==> config.mk <==
export PLATFORM = sky130hd
export DESIGN_NAME = rxrregif_cmd_asm_flat
export DESIGN_NICKNAME = d
export VERILOG_FILES = /design/src/rtl/rxrregif_cmd_asm_if.sv /design/src/rtl/rxrregif_cmd_asm.sv /design/src/flat_wrapper.sv
export SDC_FILE = /design/constraint.sdc
export NUM_CORES = 1
export LEC_CHECK = 0
export ABC_AREA = 1
export BUFFER_PORTS_ARGS = -buffer_cell sky130_fd_sc_hd__buf_2
export CORE_MARGIN = 3
export CORE_UTILIZATION = 54
export CTS_BUF_LIST = sky130_fd_sc_hd__clkbuf_8 sky130_fd_sc_hd__clkbuf_16
export DETAILED_ROUTE_END_ITERATION = 16
export GPL_ROUTABILITY_DRIVEN = 0
export PLACE_DENSITY = 0.85
export SYNTH_ARGS = -nofsm -noshare
export SYNTH_HDL_FRONTEND = slang
export SYNTH_SLANG_ARGS = --single-unit
==> constraint.sdc <==
create_clock -name clk -period 2.83 [get_ports clk]
set_clock_uncertainty 0.2 [all_clocks]
set_input_delay 0.7075 -clock clk [delete_from_list [all_inputs] [get_ports clk]]
set_output_delay 0.7075 -clock clk [all_outputs]
set_load 0.05 [all_outputs]
==> src/rtl/rxrregif_cmd_asm_if.sv <==
// rxrregif_cmd_asm_if: FIFO read port and level/ack register bus for the command assembler.
// master = command assembler side, slave = FIFO/register-file side.
interface rxrregif_cmd_asm_if #(
  parameter int ADDR_W = 16,
  parameter int DATA_W = 32
);
  logic              fifo_rdempty;
  logic              fifo_rden;
  logic [7:0]        fifo_dataout;
  logic [ADDR_W-1:0] reg_addr;
  logic [DATA_W-1:0] reg_wdata;
  logic              reg_wr;
  logic              reg_rd;
  logic              reg_ack;
  logic [DATA_W-1:0] reg_rdata;
  modport master (
    input  fifo_rdempty, fifo_dataout, reg_ack, reg_rdata,
    output fifo_rden, reg_addr, reg_wdata, reg_wr, reg_rd
  );
  modport slave (
    output fifo_rdempty, fifo_dataout, reg_ack, reg_rdata,
    input  fifo_rden, reg_addr, reg_wdata, reg_wr, reg_rd
  );
endinterface

==> src/rtl/rxrregif_cmd_asm.sv <==
// rxrregif_cmd_asm: pops FIFO bytes into opcode/address/data frames and issues one register access.
// Optional ack timeout enabled by defining RXRREGIF_TIMEOUT_EN.
module rxrregif_cmd_asm #(
  parameter int ADDR_W    = 16,
  parameter int DATA_W    = 32,
  parameter int TO_CYCLES = 255
) (
  input  logic              clk,
  input  logic              reset_,
  rxrregif_cmd_asm_if.master bus,
  output logic [DATA_W-1:0] rd_data,
  output logic              rd_valid,
  output logic              cmd_err,
  output logic              busy,
  output logic              dbg
);
  localparam int AB = ADDR_W / 8;
  localparam int DB = DATA_W / 8;
  localparam int MB = AB > DB ? AB : DB;
  localparam int CW = $clog2(MB) + 1;
  localparam logic [CW-1:0] A_LAST = CW'(AB - 1);
  localparam logic [CW-1:0] D_LAST = CW'(DB - 1);
  if (ADDR_W % 8 != 0 || DATA_W % 8 != 0 || ADDR_W < 8 || DATA_W < 8 || TO_CYCLES < 1) begin : g_bad_param
    $error("rxrregif_cmd_asm: widths must be non-zero multiples of 8 and TO_CYCLES >= 1");
  end
  typedef enum logic [2:0] {IDLE, FETCH, CAPT, ISSUE, WAIT_ACK} state_t;
  typedef enum logic [1:0] {F_OP, F_ADDR, F_DATA} fld_t;
  state_t            state_q, state_d;
  fld_t              fld_q, fld_d;
  logic [CW-1:0]     cnt_q, cnt_d;
  logic              is_rd_q, is_rd_d;
  logic [ADDR_W-1:0] addr_q, addr_d;
  logic [DATA_W-1:0] data_q, data_d;
  logic [DATA_W-1:0] rd_data_q, rd_data_d;
  logic              wr_q, wr_d, rd_q, rd_d;
  logic              rd_valid_q, rd_valid_d, cmd_err_q, cmd_err_d;
  logic              op_ok, to_hit;
  assign op_ok = bus.fifo_dataout == 8'h01 || bus.fifo_dataout == 8'h02;
`ifdef RXRREGIF_TIMEOUT_EN
  localparam int TW = $clog2(TO_CYCLES + 1);
  logic [TW-1:0] to_q, to_d;
  assign to_hit = to_q == TW'(TO_CYCLES - 1);
  assign to_d   = state_q == WAIT_ACK ? to_q + TW'(1) : '0;
  always_ff @(posedge clk or negedge reset_)
    if (!reset_) to_q <= '0;
    else         to_q <= to_d;
`else
  assign to_hit = 1'b0;
`endif
  always_ff @(posedge clk or negedge reset_) begin
    if (!reset_) begin
      state_q    <= IDLE;
      fld_q      <= F_OP;
      cnt_q      <= '0;
      is_rd_q    <= 1'b0;
      addr_q     <= '0;
      data_q     <= '0;
      rd_data_q  <= '0;
      wr_q       <= 1'b0;
      rd_q       <= 1'b0;
      rd_valid_q <= 1'b0;
      cmd_err_q  <= 1'b0;
    end else begin
      state_q    <= state_d;
      fld_q      <= fld_d;
      cnt_q      <= cnt_d;
      is_rd_q    <= is_rd_d;
      addr_q     <= addr_d;
      data_q     <= data_d;
      rd_data_q  <= rd_data_d;
      wr_q       <= wr_d;
      rd_q       <= rd_d;
      rd_valid_q <= rd_valid_d;
      cmd_err_q  <= cmd_err_d;
    end
  end
  always_comb begin
    state_d    = state_q;
    fld_d      = fld_q;
    cnt_d      = cnt_q;
    is_rd_d    = is_rd_q;
    addr_d     = addr_q;
    data_d     = data_q;
    rd_data_d  = rd_data_q;
    wr_d       = wr_q;
    rd_d       = rd_q;
    rd_valid_d = 1'b0;
    cmd_err_d  = 1'b0;
    case (state_q)
      IDLE:  state_d = bus.fifo_rdempty ? IDLE : FETCH;
      FETCH: state_d = bus.fifo_rdempty ? FETCH : CAPT;
      CAPT: begin
        if (fld_q == F_OP) begin
          is_rd_d   = bus.fifo_dataout == 8'h02;
          fld_d     = F_ADDR;
          cmd_err_d = !op_ok;
          state_d   = op_ok ? FETCH : IDLE;
        end else if (fld_q == F_ADDR) begin
          addr_d  = ADDR_W'({addr_q, bus.fifo_dataout});
          cnt_d   = cnt_q == A_LAST ? '0 : cnt_q + CW'(1);
          fld_d   = cnt_q == A_LAST && !is_rd_q ? F_DATA : F_ADDR;
          state_d = cnt_q == A_LAST && is_rd_q ? ISSUE : FETCH;
        end else begin
          data_d  = DATA_W'({data_q, bus.fifo_dataout});
          cnt_d   = cnt_q + CW'(1);
          state_d = cnt_q == D_LAST ? ISSUE : FETCH;
        end
      end
      ISSUE: begin
        wr_d    = !is_rd_q;
        rd_d    = is_rd_q;
        state_d = WAIT_ACK;
      end
      WAIT_ACK: begin
        if (bus.reg_ack || to_hit) begin
          wr_d       = 1'b0;
          rd_d       = 1'b0;
          state_d    = IDLE;
          rd_valid_d = rd_q && bus.reg_ack;
          cmd_err_d  = !bus.reg_ack;
          rd_data_d  = rd_q && bus.reg_ack ? bus.reg_rdata : rd_data_q;
        end
      end
      default: state_d = IDLE;
    endcase
    // every frame restarts from the opcode byte with a clean counter
    if (state_d == IDLE) begin
      cnt_d = '0;
      fld_d = F_OP;
    end
  end
  always_comb begin
    bus.fifo_rden = state_q == FETCH && !bus.fifo_rdempty;
    bus.reg_addr  = addr_q;
    bus.reg_wdata = data_q;
    bus.reg_wr    = wr_q;
    bus.reg_rd    = rd_q;
    rd_data       = rd_data_q;
    rd_valid      = rd_valid_q;
    cmd_err       = cmd_err_q;
    busy          = state_q != IDLE;
    dbg           = state_q == WAIT_ACK;
  end
endmodule
==> src/flat_wrapper.sv <==
// flat-port wrapper written by rule: the top's interface ports become plain ports
module rxrregif_cmd_asm_flat 
#(
  parameter int ADDR_W    = 16,
  parameter int DATA_W    = 32,
  parameter int TO_CYCLES = 255
)
  (clk, reset_, rd_data, rd_valid, cmd_err, busy, dbg, bus_fifo_rdempty, bus_fifo_dataout, bus_reg_ack, bus_reg_rdata, bus_fifo_rden, bus_reg_addr, bus_reg_wdata, bus_reg_wr, bus_reg_rd);
  rxrregif_cmd_asm_if #(.ADDR_W(ADDR_W), .DATA_W(DATA_W)) bus_i ();
  input  logic clk;
  input  logic reset_;
  output logic [DATA_W-1:0] rd_data;
  output logic rd_valid;
  output logic cmd_err;
  output logic busy;
  output logic dbg;
  input wire logic [$bits(bus_i.fifo_rdempty)-1:0] bus_fifo_rdempty;
  input wire logic [$bits(bus_i.fifo_dataout)-1:0] bus_fifo_dataout;
  input wire logic [$bits(bus_i.reg_ack)-1:0] bus_reg_ack;
  input wire logic [$bits(bus_i.reg_rdata)-1:0] bus_reg_rdata;
  output wire logic [$bits(bus_i.fifo_rden)-1:0] bus_fifo_rden;
  output wire logic [$bits(bus_i.reg_addr)-1:0] bus_reg_addr;
  output wire logic [$bits(bus_i.reg_wdata)-1:0] bus_reg_wdata;
  output wire logic [$bits(bus_i.reg_wr)-1:0] bus_reg_wr;
  output wire logic [$bits(bus_i.reg_rd)-1:0] bus_reg_rd;
  assign bus_i.fifo_rdempty = bus_fifo_rdempty;
  assign bus_i.fifo_dataout = bus_fifo_dataout;
  assign bus_i.reg_ack = bus_reg_ack;
  assign bus_i.reg_rdata = bus_reg_rdata;
  assign bus_fifo_rden = bus_i.fifo_rden;
  assign bus_reg_addr = bus_i.reg_addr;
  assign bus_reg_wdata = bus_i.reg_wdata;
  assign bus_reg_wr = bus_i.reg_wr;
  assign bus_reg_rd = bus_i.reg_rd;
  rxrregif_cmd_asm #(.ADDR_W(ADDR_W), .DATA_W(DATA_W), .TO_CYCLES(TO_CYCLES)) u_core (.clk(clk), .reset_(reset_), .bus(bus_i), .rd_data(rd_data), .rd_valid(rd_valid), .cmd_err(cmd_err), .busy(busy), .dbg(dbg));
endmodule
==> results of run 1 <==
-- per-layer routing --
metal | share of wire | up-vias | global-route usage
li1 | - | 1506 | -
met2 | 0.51 | 103 | 0.358
met4 | 0.016 | 0 | 0.0804
met3 | 0.055 | 14 | 0.0425
met5 | 0 | - | 0
met1 | 0.42 | 1423 | 0.258
-- where the power goes --
part	switching [mW]	total, mW	internal, mW
sequential	0.213	1.88	1.67
combinational	1.64	2.12	0.477
clock	0.437	0.866	0.429
total	2.29	4.87	2.57
-- flip-flops by register name, summed over array words and instances, names as in the netlist, 2 cells and up --
name,cells
u_core.rd_data,32
u_core.fld_q,2
u_core.state_q,3
u_core.bus.reg_wdata,32
u_core.cnt_q,3
u_core.bus.reg_addr,16
-- per-stage QoR --
stage                     total power [mW]  setup WS (ps)  utilization  cells  instance area [µm²]
after global placement                3.98            586        0.659    616                 4530
after floorplan                       3.50            686            -    403                 3850
after CTS                             4.90            438        0.688    631                 4720
after global routing                  5.12            351        0.688    631                 4720
after detailed placement              4.03            559        0.659    616                 4530
final                                 4.87            462        0.688    631                 4720
-- final cells by class --
type | count | share of cell area
Sequential cell | 93 | 0.493
Multi-Input combinational cell | 256 | 0.265
Timing Repair Buffer | 131 | 0.143
Inverter | 40 | 0.0328
Clock buffer | 10 | 0.0291
Tap cell | 96 | 0.0254
Clock inverter | 5 | 0.0125
-- layout by cell type (no fill, tap or decap), drive strengths merged, types with 2 or more instances in the layout --
master and n:
nand2 171, buf 131, dfrtp 93, inv 41
o21ai 40, nor2 17, nand3 11, clkbuf 10
mux2 8, ha 3, nand4 2, clkinvlp 2
-- synthesized netlist by cell type (all sizes together) --
| cell type | number | area share |
|---|---|---|
| nand2 | 171 | 0.17 |
| dfrtp | 93 | 0.60 |
| inv | 40 | 0.040 |
| o21ai | 40 | 0.063 |
| nor2 | 17 | 0.027 |
| buf | 13 | 0.031 |
| nand3 | 11 | 0.018 |
| mux2 | 8 | 0.027 |
| ha | 3 | 0.0097 |
| nand4 | 2 | 0.0032 |
| a21boi | 1 | 0.0019 |
| a31oi | 1 | 0.0016 |
| clkbuf | 1 | 0.00097 |
| nand3b | 1 | 0.0019 |
| nor3 | 1 | 0.0013 |
-- worst max-delay path, cell delays in order (launching register included) --
cell and delay [ps]:
dfrtp_1 490, nor2_2 180, nand2_2 80, inv_2 90, buf_2 270
-- worst paths after layout --
kind                                    from                       to  slack (ps)  cells past startpoint
max                        u_core.state_q[0]                      dbg         460                      4
max reg2reg                u_core.state_q[2]  u_core.bus.reg_wdata[1]         770                      8
min reg2reg                u_core.rd_data[1]        u_core.rd_data[1]         280                      2
min                                   reset_        u_core.rd_data[8]         110                      1
min in group clk           u_core.rd_data[1]        u_core.rd_data[1]         280                      2
max in group asynchronous             reset_          u_core.cnt_q[2]        1680                      2
-- cell families after synthesis --
family / Yosys count / share of synthesized area
buffers and inverters: 54 / 0.0717
adders and majority gates: 3 / 0.00974
muxes: 8 / 0.0273
and+or+nand+nor: 203 / 0.221
DFF: 93 / 0.604
AOI/OAI and AO/OA: 42 / 0.0662
==> flow_metrics.py, run 1 <==
metrics = {
    "clock_network": {
        "clockBufferDepth": 2,
        "h-tree-depth": 3,
        "cts_buffers": 9,
        "post_cts_resized": 0,
        "clock_sinks": 93,
        "post_cts_buffers": 0,
        "worstSkewPairLatency_ps": 340,
        "clock-root-buffer": "clkbuf_8",
        "cts_tree": "done",
        "ctsHoldBuffers": 0,
        "clk_pin_slew_ps": 90,
    },
    "global_routing": {
        "grt_max_degree": 59,
        "grt_pass1_vias": 3015,
        "grt_use_total": 0.208,
        "grt_pass1_wl_um": 13800,
        "grt.overflow.total": 0,
        "antenna_found_initial": 0,
    },
    "floorplan": {
        "die_h_um": 90.5,
        "die_w_um": 90.5,
        "io_pins": 131,
        "dieArea_um2": 8190,
        "start_util": 0.561,
        "num_rows": 30,
        "core-area_um2": 6870,
    },
    "detailed_routing": {
        "wl_um": 8170,
        "dr.pass1.iters": 4,
        "drc": 0,
        "drt-initial-drc-count": 148,
        "vias": 3046,
        "ant_nets": 0,
        "viasPerCell": 4.83,
        "wl_per_cell_um": 13.0,
    },
    "yosys": {
        "avgSynthCellArea_um2": 9.57,
        "synth-warning-count": 0,
        "yosysUniqueCellTypes": 27,
        "synth-seq-cells": 93,
        "syn_nets": 450,
        "synth-seq-area-share": 0.604,
        "syn_area_um2": 3850,
        "synthCells": 403,
    },
    "worst_setup_path": {
        "worstSetupEndpointType": "output port",
        "crit_required_ps": 1920,
        "crit_path_max_fanout": 5,
        "critical_path_class": "reg -> out",
        "crit_arrival_ps": 1460,
        "start_kind": "register",
    },
    "sta": {
        "rsz0062_at_grt": "false",
        "finalCritPeriodShare": 0.837,
        "drv_slew": 0,
        "slew_headroom": 0.536,
        "fmax_mhz": 422,
        "worst_hold_slack_ps": 105,
        "setup-tns-final_ps": 0,
        "setup_violations": 0,
        "final_hold_viol_count": 0,
        "worstMarginPinSlew_ps": 695,
        "fin_crit_ps": 2370,
    },
    "finish": {
        "multi_input_area_um2": 1250,
        "nFillCells": 567,
        "syn_to_final_growth_pct": 22.5,
        "drive_above_1_share": 0.338,
        "ff_latch_area_um2": 2330,
        "antenna_cells": 0,
        "nets": 578,
    },
    "pwr": {
        "leakagePower_nw": 2.79,
        "worst_ir_drop_vdd_mv": 0.912,
        "p_per_area_nw_per_um2": 1030,
    },
    "flow_run": {
        "maxCapViolations": 0,
    },
    "min_path": {
        "min_path_type": "in -> async",
    },
    "placed_design": {
        "numPortBuffers": 130,
        "dp_hpwl_um": 6010,
    },
    "run_status": {
        "outcome": "finished clean",
    },
}
(Power assumes the default switching activity.)
==> inputs of run 2 (changes only) <==
--- a/config.mk
+++ b/config.mk
@@ -8,11 +8,11 @@
 export ABC_AREA = 1
 export BUFFER_PORTS_ARGS = -buffer_cell sky130_fd_sc_hd__buf_2
 export CORE_MARGIN = 3
-export CORE_UTILIZATION = 54
+export CORE_UTILIZATION = 50
 export CTS_BUF_LIST = sky130_fd_sc_hd__clkbuf_8 sky130_fd_sc_hd__clkbuf_16
 export DETAILED_ROUTE_END_ITERATION = 16
 export GPL_ROUTABILITY_DRIVEN = 0
-export PLACE_DENSITY = 0.85
+export PLACE_DENSITY = 0.8
 export SYNTH_ARGS = -nofsm -noshare
 export SYNTH_HDL_FRONTEND = slang
 export SYNTH_SLANG_ARGS = --single-unit
==> constraint.sdc (replaced) <==
create_clock -name clk -period 2.4 [get_ports clk]
set_clock_uncertainty 0.2 [all_clocks]
set_input_delay 0.6 -clock clk [delete_from_list [all_inputs] [get_ports clk]]
set_output_delay 0.6 -clock clk [all_outputs]
set_load 0.05 [all_outputs]
==> run 2 against run 1 <==
  * Core utilization shrank 3.3 points
  * Clock power grew 36%
  * Wire length grew 3.3%
  * Non-clock buffer count grew 5
  * Clock-buffer cell count is the same
  * Via count grew 1.1%
  * Design area grew 2.2%
==> flow_metrics.py, run 2 (synthesis gave the netlist of run 1 again) <==
metrics = {
    "worst_setup_path": {
        "start_kind": "register",
        "crit_path_max_fanout": 5,
        "worstSetupEndpointType": "output port",
        "critical_path_class": "reg -> out",
        "r2r_start": "u_core.state_q[0]",
        "crit_end": "dbg",
        "crit_start": "u_core.state_q[0]",
        "crit_required_ps": 1600,
        "rr_endpoint": "u_core.rd_data[27]",
        "reg2regPathDepth": 7,
        "crit_arrival_ps": 1450,
        "r2r_slack_ps": 650,
    },
    "sta": {
        "finalCritPeriodShare": 0.937,
        "drv_slew": 0,
        "worstMarginPinSlew_ps": 463,
        "fin_crit_ps": 2250,
        "setup-tns-final_ps": 0,
        "worst_hold_slack_ps": 236,
        "final_hold_viol_count": 0,
        "slew_headroom": 0.692,
        "rsz0062_at_grt": "false",
        "setup_violations": 0,
        "fmax_mhz": 445,
    },
    "finish": {
        "final_common_cell": "nand2_1",
        "nets": 583,
        "nFillCells": 618,
        "finish.instance_area_um2": 4830,
        "multi_input_area_um2": 1250,
        "layout_common_cells": "nand2_1, buf_2, dfrtp_1",
        "syn_to_final_growth_pct": 25.2,
        "antenna_cells": 0,
        "ff_latch_area_um2": 2330,
        "final_util": 0.655,
        "drive_above_1_share": 0.344,
    },
    "detailed_routing": {
        "ant_nets": 0,
        "dr.pass1.iters": 5,
        "drc": 0,
        "vias": 3079,
        "viasPerCell": 4.81,
        "wl_per_cell_um": 13.2,
        "drt-initial-drc-count": 108,
        "wl_um": 8450,
    },
    "clock_network": {
        "cts_tree": "done",
        "ctsHoldBuffers": 1,
        "clockBufferDepth": 2,
        "cts_buffers": 9,
        "post_cts_buffers": 0,
        "clock-root-buffer": "clkbuf_8",
        "h-tree-depth": 3,
        "post_cts_resized": 0,
        "clock_sinks": 93,
        "worstSkewPairLatency_ps": 360,
        "clk_pin_slew_ps": 90,
    },
    "floorplan": {
        "num_rows": 31,
        "dieArea_um2": 8800,
        "start_util": 0.523,
        "die_h_um": 93.8,
        "die_w_um": 93.8,
        "io_pins": 131,
        "core-area_um2": 7370,
    },
    "global_routing": {
        "grt_use_total": 0.205,
        "grt_pass1_wl_um": 14200,
        "antenna_found_initial": 0,
        "grt_max_degree": 36,
        "grt_pass1_vias": 3032,
        "grt.overflow.total": 0,
    },
    "placed_design": {
        "placed_area_um2": 4590,
        "dp_hpwl_um": 6220,
        "numPortBuffers": 130,
    },
    "pwr": {
        "worst_ir_drop_vdd_mv": 0.662,
        "leakagePower_nw": 2.84,
        "p_per_area_nw_per_um2": 1230,
    },
    "run_status": {
        "outcome": "finished clean",
    },
    "min_path": {
        "min_path_type": "in -> reg",
    },
    "flow_run": {
        "maxCapViolations": 0,
    },
}
[run 2: cell count changes in the layout (fill, tap and decap cells not counted)]
| cell | before | now |
|---|---|---|
| clkinv_4 | 0 | 2 |
| dlygate4sd3_1 | 0 | 1 |
| buf_4 | 1 | 3 |
| buf_12 | 1 | 3 |
| clkinvlp_4 | 2 | 1 |
| clkinv_2 | 1 | 0 |
| bufinv_16 | 1 | 2 |
[run 2: worst min path at each step]
stage | from | to | slack [ps] | depth (start not counted)
floorplan | reset_ | u_core.bus.reg_addr[0] | 100 | 0
global placement | u_core.bus.reg_wdata[29] | u_core.bus.reg_wdata[29] | 250 | 2
detailed placement | u_core.bus.reg_wdata[29] | u_core.bus.reg_wdata[29] | 250 | 2
CTS | bus_reg_rdata[2] | u_core.rd_data[2] | 230 | 3
global route | bus_reg_rdata[31] | u_core.rd_data[31] | 230 | 3
finish | bus_reg_rdata[2] | u_core.rd_data[2] | 240 | 3
[run 2: final cells by class]
type,instances,share of cell area
Sequential cell,93,0.482
Multi-Input combinational cell,256,0.259
Timing Repair Buffer,136,0.153
Inverter,40,0.0321
Clock buffer,10,0.0285
Tap cell,99,0.0257
Clock inverter,6,0.0194
[run 2: metrics by stage]
step / std cells / setup slack, ps / power, mW
4_1_cts: 640 / 135 / 5.97
2_1_floorplan: 403 / 471 / 4.13
3_3_place_gp: 623 / 339 / 4.72
5_1_grt: 640 / 82.6 / 6.23
3_5_place_dp: 623 / 338 / 4.78
6_report: 640 / 152 / 5.92
[run 2: where the power goes]
part	switching [mW]	internal, mW
registers	0.257	1.96
logic	1.96	0.568
clock network	0.554	0.623
total	2.77	3.15
[run 2: layer usage]
layer,routed length (µm),share of wire,GRT usage
met5,0,0,0
met4,174,0.021,0.0794
met3,369,0.044,0.0377
met2,4370,0.52,0.344
met1,3530,0.42,0.266
[run 2: critical path: stages (launching register included)]
cell	delay, ps
dfrtp_1	490
nor2_2	170
nand2_2	80
inv_2	90
buf_2	270
